## src/rtl/rs_pkg.sv

```systemverilog
// rs_pkg
// Shared definitions for the integer reservation station: default field
// widths, the entry record layout and the CDB tag-compare helper.
// No ports (package).
package rs_pkg;

    localparam int ROB_ADDR_WIDTH_DEF = 4;
    localparam int OPGEN_WIDTH_DEF    = 6;
    localparam int SHAMT_WIDTH_DEF    = 5;
    localparam int DATA_WIDTH_DEF     = 32;

    // Widest tag the compare helper handles; narrower tags are zero-extended
    // so one helper serves every ROB_ADDR_WIDTH up to this size.
    localparam int TAG_MAX_WIDTH      = 16;

    typedef struct packed {
        logic                          valid;
        logic [ROB_ADDR_WIDTH_DEF-1:0] rob_addr;
        logic [OPGEN_WIDTH_DEF-1:0]    opgen;
        logic [SHAMT_WIDTH_DEF-1:0]    shamt;
        logic [1:0]                    is_ref;
        logic [DATA_WIDTH_DEF-1:0]     data_1;
        logic [DATA_WIDTH_DEF-1:0]     data_2;
    } rs_entry_t;

    // True when a broadcast port is enabled and carries the tag being waited on.
    function automatic logic TAG_MATCH(input logic                     en,
                                       input logic [TAG_MAX_WIDTH-1:0] ref_tag,
                                       input logic [TAG_MAX_WIDTH-1:0] bus_tag);
        return en && (ref_tag == bus_tag);
    endfunction

endpackage

```

## src/rtl/rs_int_entry.sv

```systemverilog
// rs_int_entry
// One reservation-station line: field storage, CDB wakeup across all ports,
// same-cycle write bypass and the ready flag.
// Ports:
//   clk, rst (sync, active-low), flush  - clock / reset / discard
//   wr_en + wr_* fields                 - load this line (only when invalid)
//   cdb_en / cdb_tag / cdb_data         - flattened broadcast ports
//   iss_clr                             - this line was issued, free it
//   valid, ready, rob_addr .. data_2    - registered line contents
module rs_int_entry
    import rs_pkg::*;
#(
    parameter int CDB_PORTS      = 2,
    parameter int ROB_ADDR_WIDTH = ROB_ADDR_WIDTH_DEF,
    parameter int OPGEN_WIDTH    = OPGEN_WIDTH_DEF,
    parameter int SHAMT_WIDTH    = SHAMT_WIDTH_DEF,
    parameter int DATA_WIDTH     = DATA_WIDTH_DEF
) (
    input  logic                                clk,
    input  logic                                rst,
    input  logic                                flush,
    input  logic                                wr_en,
    input  logic [ROB_ADDR_WIDTH-1:0]           wr_rob_addr,
    input  logic [OPGEN_WIDTH-1:0]              wr_opgen,
    input  logic [SHAMT_WIDTH-1:0]              wr_shamt,
    input  logic [1:0]                          wr_is_ref,
    input  logic [DATA_WIDTH-1:0]               wr_data_1,
    input  logic [DATA_WIDTH-1:0]               wr_data_2,
    input  logic [CDB_PORTS-1:0]                cdb_en,
    input  logic [CDB_PORTS*ROB_ADDR_WIDTH-1:0] cdb_tag,
    input  logic [CDB_PORTS*DATA_WIDTH-1:0]     cdb_data,
    input  logic                                iss_clr,
    output logic                                valid,
    output logic                                ready,
    output logic [ROB_ADDR_WIDTH-1:0]           rob_addr,
    output logic [OPGEN_WIDTH-1:0]              opgen,
    output logic [SHAMT_WIDTH-1:0]              shamt,
    output logic [DATA_WIDTH-1:0]               data_1,
    output logic [DATA_WIDTH-1:0]               data_2
);

    logic [1:0]                is_ref;

    // Four tag probes: 0/1 are the incoming operands (bypass), 2/3 the stored ones (wakeup).
    logic [ROB_ADDR_WIDTH-1:0] probe    [4];
    logic [3:0]                hit;
    logic [DATA_WIDTH-1:0]     hit_data [4];

    assign probe[0] = wr_data_1[ROB_ADDR_WIDTH-1:0];
    assign probe[1] = wr_data_2[ROB_ADDR_WIDTH-1:0];
    assign probe[2] = data_1[ROB_ADDR_WIDTH-1:0];
    assign probe[3] = data_2[ROB_ADDR_WIDTH-1:0];

    // Scan ports from high to low so the lowest matching port is the one left standing.
    always_comb begin
        for (int k = 0; k < 4; k++) begin
            hit[k]      = 1'b0;
            hit_data[k] = '0;
            for (int p = CDB_PORTS - 1; p >= 0; p--) begin
                if (TAG_MATCH(cdb_en[p], TAG_MAX_WIDTH'(probe[k]),
                              TAG_MAX_WIDTH'(cdb_tag[p*ROB_ADDR_WIDTH +: ROB_ADDR_WIDTH]))) begin
                    hit[k]      = 1'b1;
                    hit_data[k] = cdb_data[p*DATA_WIDTH +: DATA_WIDTH];
                end
            end
        end
    end

    // Write and issue never target the same line in one cycle: writes go to
    // invalid lines, issue only picks valid ones.
    always_ff @(posedge clk) begin
        if (!rst) begin
            valid    <= 1'b0;
            rob_addr <= '0;
            opgen    <= '0;
            shamt    <= '0;
            is_ref   <= '0;
            data_1   <= '0;
            data_2   <= '0;
        end else if (flush) begin
            valid <= 1'b0;
        end else if (wr_en) begin
            valid    <= 1'b1;
            rob_addr <= wr_rob_addr;
            opgen    <= wr_opgen;
            shamt    <= wr_shamt;
            if (wr_is_ref[0] && hit[0]) begin
                data_1    <= hit_data[0];
                is_ref[0] <= 1'b0;
            end else begin
                data_1    <= wr_data_1;
                is_ref[0] <= wr_is_ref[0];
            end
            if (wr_is_ref[1] && hit[1]) begin
                data_2    <= hit_data[1];
                is_ref[1] <= 1'b0;
            end else begin
                data_2    <= wr_data_2;
                is_ref[1] <= wr_is_ref[1];
            end
        end else begin
            if (iss_clr) begin
                valid <= 1'b0;
            end
            if (valid && is_ref[0] && hit[2]) begin
                data_1    <= hit_data[2];
                is_ref[0] <= 1'b0;
            end
            if (valid && is_ref[1] && hit[3]) begin
                data_2    <= hit_data[3];
                is_ref[1] <= 1'b0;
            end
        end
    end

    assign ready = valid && !is_ref[0] && !is_ref[1];

endmodule

```

## src/rtl/rs_int_queue.sv

```systemverilog
// rs_int_queue
// Multi-line integer reservation station between dispatch and the ALU.
// Ports:
//   clk, rst (sync, active-low), flush
//   wr_valid/wr_ready + wr_* fields  - dispatch handshake
//   cdb_en/cdb_tag/cdb_data          - flattened CDB broadcast ports
//   iss_valid/iss_ready + iss_*      - issue handshake, lowest ready line
//   count                            - number of occupied lines
module rs_int_queue
    import rs_pkg::*;
#(
    parameter int DEPTH          = 4,
    parameter int CDB_PORTS      = 2,
    parameter int ROB_ADDR_WIDTH = ROB_ADDR_WIDTH_DEF,
    parameter int OPGEN_WIDTH    = OPGEN_WIDTH_DEF,
    parameter int SHAMT_WIDTH    = SHAMT_WIDTH_DEF,
    parameter int DATA_WIDTH     = DATA_WIDTH_DEF
) (
    input  logic                                clk,
    input  logic                                rst,
    input  logic                                flush,
    input  logic                                wr_valid,
    output logic                                wr_ready,
    input  logic [ROB_ADDR_WIDTH-1:0]           wr_rob_addr,
    input  logic [OPGEN_WIDTH-1:0]              wr_opgen,
    input  logic [SHAMT_WIDTH-1:0]              wr_shamt,
    input  logic [1:0]                          wr_is_ref,
    input  logic [DATA_WIDTH-1:0]               wr_data_1,
    input  logic [DATA_WIDTH-1:0]               wr_data_2,
    input  logic [CDB_PORTS-1:0]                cdb_en,
    input  logic [CDB_PORTS*ROB_ADDR_WIDTH-1:0] cdb_tag,
    input  logic [CDB_PORTS*DATA_WIDTH-1:0]     cdb_data,
    output logic                                iss_valid,
    input  logic                                iss_ready,
    output logic [ROB_ADDR_WIDTH-1:0]           iss_rob_addr,
    output logic [OPGEN_WIDTH-1:0]              iss_opgen,
    output logic [SHAMT_WIDTH-1:0]              iss_shamt,
    output logic [DATA_WIDTH-1:0]               iss_data_1,
    output logic [DATA_WIDTH-1:0]               iss_data_2,
    output logic [$clog2(DEPTH+1)-1:0]          count
);

    localparam int CW = $clog2(DEPTH + 1);
    localparam int IW = $clog2(DEPTH);

    logic [DEPTH-1:0]          ent_valid;
    logic [DEPTH-1:0]          ent_ready;
    logic [ROB_ADDR_WIDTH-1:0] ent_rob   [DEPTH];
    logic [OPGEN_WIDTH-1:0]    ent_opgen [DEPTH];
    logic [SHAMT_WIDTH-1:0]    ent_shamt [DEPTH];
    logic [DATA_WIDTH-1:0]     ent_d1    [DEPTH];
    logic [DATA_WIDTH-1:0]     ent_d2    [DEPTH];

    logic [IW-1:0]             alloc_idx;
    logic [IW-1:0]             sel_idx;
    logic                      wr_fire;
    logic                      iss_fire;

    // Last presented issue fields, shown while nothing is ready.
    logic [ROB_ADDR_WIDTH-1:0] hold_rob;
    logic [OPGEN_WIDTH-1:0]    hold_opgen;
    logic [SHAMT_WIDTH-1:0]    hold_shamt;
    logic [DATA_WIDTH-1:0]     hold_d1;
    logic [DATA_WIDTH-1:0]     hold_d2;

    // Both handshake qualifiers depend only on registered state.
    assign wr_ready  = (count != CW'(DEPTH));
    assign iss_valid = |ent_ready;

    // Flush swallows any write or issue offered in the same cycle.
    assign wr_fire  = wr_valid && wr_ready && !flush;
    assign iss_fire = iss_valid && iss_ready && !flush;

    // Lowest free line; a line freed by issue this cycle still reads valid,
    // so it only becomes allocatable next cycle.
    always_comb begin
        alloc_idx = '0;
        for (int i = DEPTH - 1; i >= 0; i--) begin
            if (!ent_valid[i]) begin
                alloc_idx = IW'(i);
            end
        end
    end

    // Lowest ready line drives the issue port.
    always_comb begin
        sel_idx = '0;
        for (int i = DEPTH - 1; i >= 0; i--) begin
            if (ent_ready[i]) begin
                sel_idx = IW'(i);
            end
        end
    end

    for (genvar g = 0; g < DEPTH; g++) begin : g_entry
        rs_int_entry #(
            .CDB_PORTS      (CDB_PORTS),
            .ROB_ADDR_WIDTH (ROB_ADDR_WIDTH),
            .OPGEN_WIDTH    (OPGEN_WIDTH),
            .SHAMT_WIDTH    (SHAMT_WIDTH),
            .DATA_WIDTH     (DATA_WIDTH)
        ) u_entry (
            .clk         (clk),
            .rst         (rst),
            .flush       (flush),
            .wr_en       (wr_fire && (alloc_idx == IW'(g))),
            .wr_rob_addr (wr_rob_addr),
            .wr_opgen    (wr_opgen),
            .wr_shamt    (wr_shamt),
            .wr_is_ref   (wr_is_ref),
            .wr_data_1   (wr_data_1),
            .wr_data_2   (wr_data_2),
            .cdb_en      (cdb_en),
            .cdb_tag     (cdb_tag),
            .cdb_data    (cdb_data),
            .iss_clr     (iss_fire && (sel_idx == IW'(g))),
            .valid       (ent_valid[g]),
            .ready       (ent_ready[g]),
            .rob_addr    (ent_rob[g]),
            .opgen       (ent_opgen[g]),
            .shamt       (ent_shamt[g]),
            .data_1      (ent_d1[g]),
            .data_2      (ent_d2[g])
        );
    end

    assign iss_rob_addr = iss_valid ? ent_rob[sel_idx]   : hold_rob;
    assign iss_opgen    = iss_valid ? ent_opgen[sel_idx] : hold_opgen;
    assign iss_shamt    = iss_valid ? ent_shamt[sel_idx] : hold_shamt;
    assign iss_data_1   = iss_valid ? ent_d1[sel_idx]    : hold_d1;
    assign iss_data_2   = iss_valid ? ent_d2[sel_idx]    : hold_d2;

    always_ff @(posedge clk) begin
        if (!rst) begin
            hold_rob   <= '0;
            hold_opgen <= '0;
            hold_shamt <= '0;
            hold_d1    <= '0;
            hold_d2    <= '0;
        end else if (iss_valid) begin
            hold_rob   <= ent_rob[sel_idx];
            hold_opgen <= ent_opgen[sel_idx];
            hold_shamt <= ent_shamt[sel_idx];
            hold_d1    <= ent_d1[sel_idx];
            hold_d2    <= ent_d2[sel_idx];
        end
    end

    always_ff @(posedge clk) begin
        if (!rst || flush) begin
            count <= '0;
        end else begin
            case ({wr_fire, iss_fire})
                2'b10:   count <= count + CW'(1);
                2'b01:   count <= count - CW'(1);
                default: count <= count;
            endcase
        end
    end

endmodule

```

## config.mk

```make
export PLATFORM = sky130hd
export DESIGN_NAME = rs_int_queue
export DESIGN_NICKNAME = d
export VERILOG_FILES = /design/src/rtl/rs_pkg.sv /design/src/rtl/rs_int_entry.sv /design/src/rtl/rs_int_queue.sv
export SDC_FILE = /design/constraint.sdc
export NUM_CORES = 1
export LEC_CHECK = 0
export BUFFER_PORTS_ARGS = -buffer_cell sky130_fd_sc_hd__buf_2
export CAP_MARGIN = 20
export CORE_MARGIN = 4
export CORE_UTILIZATION = 50
export CTS_CLUSTER_SIZE = 8
export DETAILED_ROUTE_END_ITERATION = 16
export PLACE_DENSITY_LB_ADDON = 0.3
export REMOVE_ABC_BUFFERS = 1
export SETUP_SLACK_MARGIN = 0.3
export SYNTH_ARGS = -nofsm -noshare
export SYNTH_HDL_FRONTEND = slang
export SYNTH_SLANG_ARGS = --single-unit
export TNS_END_PERCENT = 30
```

## constraint.sdc

```tcl
create_clock -name clk -period 3.1 [get_ports clk]
set_input_delay 0.155 -clock clk [delete_from_list [all_inputs] [get_ports clk]]
set_output_delay 0.155 -clock clk [all_outputs]
set_load 0.05 [all_outputs]
```

==> reports/qor.csv <==
stage;metric;value;unit
run_status;outcome;completed;
placed_design;dp_hpwl;59.06;mm
floorplan;die_x;227.1;um
critical_path;crit_type;flip-flop to output port;
route;post-route-drc-count;0;
critical_path;required;2.94;ns
sta;max_freq;345.5;MHz
sta;drv_slew;0;
critical_path;r2r_cells;7;
yosys;synth-seq-cells;410;
power_and_ir_drop;p_per_area;459.2;nW/um2
yosys;synthesis.area;24010;um2
power_and_ir_drop;peakVddDrop;0.4185;mV
critical_path;worstPathCellList;or3b_4 -> clkbuf_8 -> o221ai_1 -> a31oi_1 -> buf_4;
global_routing;antenna_found_initial;5;
route;drt_iter0_drc;3458;
yosys;synth_largest_area_cell;dfxtp_1;
yosys;ys_seq_area_share;34.19;%
critical_path;critical_path_buf_inv_count;2;
critical_path;reg2reg_from;count[2];
sta;fin_setup_tns;0;ns
job;max_cap_violations;0;
cts;cts_root_buf;clkbuf_16;
cts;cts_tree;yes;
yosys;syn_inst;3009;
route;wire_per_inst;27.72;um
yosys;synth_edf_count;0;
min_path;worstHoldStart;wr_data_2[24];
critical_path;critPathMaxFanout;59;
critical_path;r2r_slack;0.38;ns
critical_path;cp-end-kind;output port;
floorplan;num_rows;80;
power_and_ir_drop;seqPwrFrac;41.3;%
power_and_ir_drop;internal-power;0.009359;W
finish;finalNetCount;3296;
floorplan;io-pin-count;244;
floorplan;core_area;47650;um2
sta;finalHoldViolCount;0;
yosys;yosys-top-cells-area;dfxtp_1, mux2i_1, nand2_1;
min_path;hold_class;input pin to flip-flop;
cts;clk_latency;0.63;ns
yosys;synth_ff_type;dfxtp_1;
critical_path;reg2reg_to;g_entry[0].u_entry.data_1[30];
global_routing;track_usage;38.07;%
sta;grt_setup_unrepaired;true;
critical_path;max_stage_delay;0.48;ns
route;dr.pass1.iters;6;
min_path;holdPathEnd;g_entry[2].u_entry.data_2[24];
critical_path;cp-start-kind;flip-flop;
floorplan;die-height;227.1;um
route;ant_nets;0;
global_routing;grt_pass1_wl;153.3;mm
power_and_ir_drop;p_sw;0.003826;W
cts;numCtsBuffers;57;
route;wirelength;104.2;mm
power_and_ir_drop;p_sw_share;29.02;%
yosys;ys_async_sr_fraction;0;%
yosys;syn_area_per_cell;7.978;um2
global_routing;grt_max_degree;125;
critical_path;arrival;2.74;ns
sta;finalCritPeriodShare;93.37;%
route;vias_per_cell;7.082;
floorplan;start_util;50.38;%
sta;worst_pin_slew;1.204;ns
sta;skew;0.02795;ns
placed_design;io_buffers;243;
cts;cts.htree.levels;2;
cts;cts_sinks;410;
min_path;whs_path_depth;4;
sta;setup_viol;0;
route;route.vias.total;26614;
placed_design;gp_congestion;0.9532;
critical_path;crit_path_top_delay_cell;o221ai_1;
finish;final_layout_size_suffix_gt1_share;16.07;%
finish;area_delta_synth_final;19.60;%
cts;clock_path_buffers;3;
yosys;yosys_warnings;0;
power_and_ir_drop;p_total;0.01318;W
sta;slew_headroom;19.56;%
sta;min_period;2.894;ns
floorplan;dieArea;51580;um2
power_and_ir_drop;pwr-share-comb;16.1;%
critical_path;path_depth;5;
power_and_ir_drop;leakagePower;10.72;nW
global_routing;grt_overflow_total;0;
yosys;synth_top_area_share;34.19;%
yosys;yosysUniqueCellTypes;64;
global_routing;grt_pass1_vias;25904;
power_and_ir_drop;clkPwrFrac;42.6;%
cts;clkTransAtPathRegs;0.05;ns
critical_path;critPathTopFamily;compound AO/OA/AOI/OAI gates;
==> power by group through the flow <==
stage | combinational [W] | sequential (W) | clock, W
global route | 0.00222 | 0.00545 | 0.00587
detailed placement | 0.00187 | 0.00555 | 0
global placement | 0.00184 | 0.00555 | 0
finish | 0.00213 | 0.00545 | 0.00561
CTS | 0.00202 | 0.00545 | 0.00564
floorplan | 0.00109 | 0.00554 | 0
==> how the worst max path moves through the flow <==
stage	from	endpoint	slack, ns
CTS	g_entry[2].u_entry.valid	iss_data_2[30]	0.24
global route	g_entry[2].u_entry.valid	iss_rob_addr[0]	0.23
finish	g_entry[2].u_entry.is_ref[0]	iss_data_1[27]	0.21
detailed placement	g_entry[2].u_entry.valid	count[2]	0.40
floorplan	g_entry[3].u_entry.data_1[1]	g_entry[3].u_entry.data_1[20]	-4.05
global placement	g_entry[2].u_entry.valid	count[2]	0.44
==> metrics by stage <==
| step | utilization (%) | std cells | cell area [um2] | hold WS, ns | setup slack [ns] |
|---|---|---|---|---|---|
| 3_5_place_dp | 54.08 | 3613 | 25770 | 0.4389 | 0.4002 |
| 6_report | 60.26 | 3758 | 28710 | 0.01541 | 0.2056 |
| 3_3_place_gp | 54.08 | 3613 | 25770 | 0.4300 | 0.4443 |
| 2_1_floorplan | - | 2661 | 22620 | 0.2719 | -4.047 |
| 4_1_cts | 59.39 | 3737 | 28300 | 0.0005488 | 0.2393 |
| 5_1_grt | 60.23 | 3752 | 28700 | 0.03527 | 0.2330 |
==> synthesized netlist by cell type (all sizes together), types with 3 or more instances <==
cell type	instances
a211oi	32
a21o	5
a21oi	229
a221o	32
a2bb2oi	33
a31oi	83
a32o	64
a32oi	3
and2	84
and3	70
buf	73
clkbuf	275
dfxtp	410
inv	8
mux2i	189
nand2	408
nand3	15
nand4	6
nor2	223
nor2b	4
nor3	99
nor4	8
o2111ai	3
o211a	64
o211ai	31
o21a	59
o21ai	108
o221ai	79
o22ai	30
o2bb2ai	62
o311ai	31
o31a	32
o32ai	4
or3	46
xnor2	38
xor2	44
==> layout make-up <==
type | count | area (um2)
Fill cell | 4135 | 18940
Multi-Input combinational cell | 2242 | 14790
Sequential cell | 410 | 8220
Timing Repair Buffer | 414 | 3381
Clock buffer | 58 | 1451
Tap cell | 615 | 769.5
Clock inverter | 3 | 47.55
Inverter | 9 | 36.28
Antenna cell | 7 | 17.52
==> flip-flops by register name, summed over array words and instances, names as in the netlist <==
register	cells
hold_d2	32
g_entry.u_entry.is_ref	8
g_entry.u_entry.data_2	128
g_entry.u_entry.shamt	20
hold_d1	32
hold_rob	4
hold_opgen	6
hold_shamt	5
g_entry.u_entry.data_1	128
g_entry.u_entry.opgen	24
g_entry.u_entry.valid	4
count	3
g_entry.u_entry.rob_addr	16
==> worst reg2reg max path, stage by stage (launching register included) <==
cell and delay, ns:
dfxtp_1 0.36, nor3b_2 0.38, a2111o_2 0.22, o21ai_0 0.14
a21oi_4 0.93, buf_4 0.37, o2bb2ai_1 0.15, o2bb2ai_1 0.13
==> layout by cell type (no fill, tap or decap), types with 63 or more instances in the layout <==
cell type,Yosys,routed
clkbuf_16,0,63
buf_2,56,165
o211a_1,64,64
a32o_1,64,63
and3_1,70,70
nor3_1,98,97
nor2_1,223,214
o221ai_1,79,79
dfxtp_1,410,404
buf_4,3,151
nand2_1,407,406
o21ai_0,104,103
mux2i_1,189,189
and2_1,84,82
a21oi_1,229,226
==> routing by layer <==
metal,part of all wire (%),wire length [um],track usage (%)
met5,0.027,28,0
met4,5.9,6175,21.10
met3,14,14460,10.83
met2,43,44630,58.31
met1,37,38880,48.52
==> kinds of logic (layout without fill, tap and decap cells) <==
logic type | count (synthesis) | in the layout | synth area share, %
compound gates | 992 | 992 | 29.98
xor+xnor | 82 | 82 | 2.992
fa+ha+maj | 2 | 2 | 0.1355
buf+inv | 357 | 484 | 5.921
flops | 410 | 410 | 34.19
mux | 190 | 190 | 7.928
other cells | 0 | 7 | 0
simple gates | 976 | 976 | 18.86
==> what timing repair did <==
action / in CTS / in global routing
endpoints found under the setup margin: 80 / 79
resized for setup: 100 / 45
setup buffers: 9 / 9
endpoints found under the hold margin: 110 / 0
hold buffers: 50 / 0
pin swaps: 3 / 11
cloned: 4 / 5
Power figures use the tool's default switching activity.
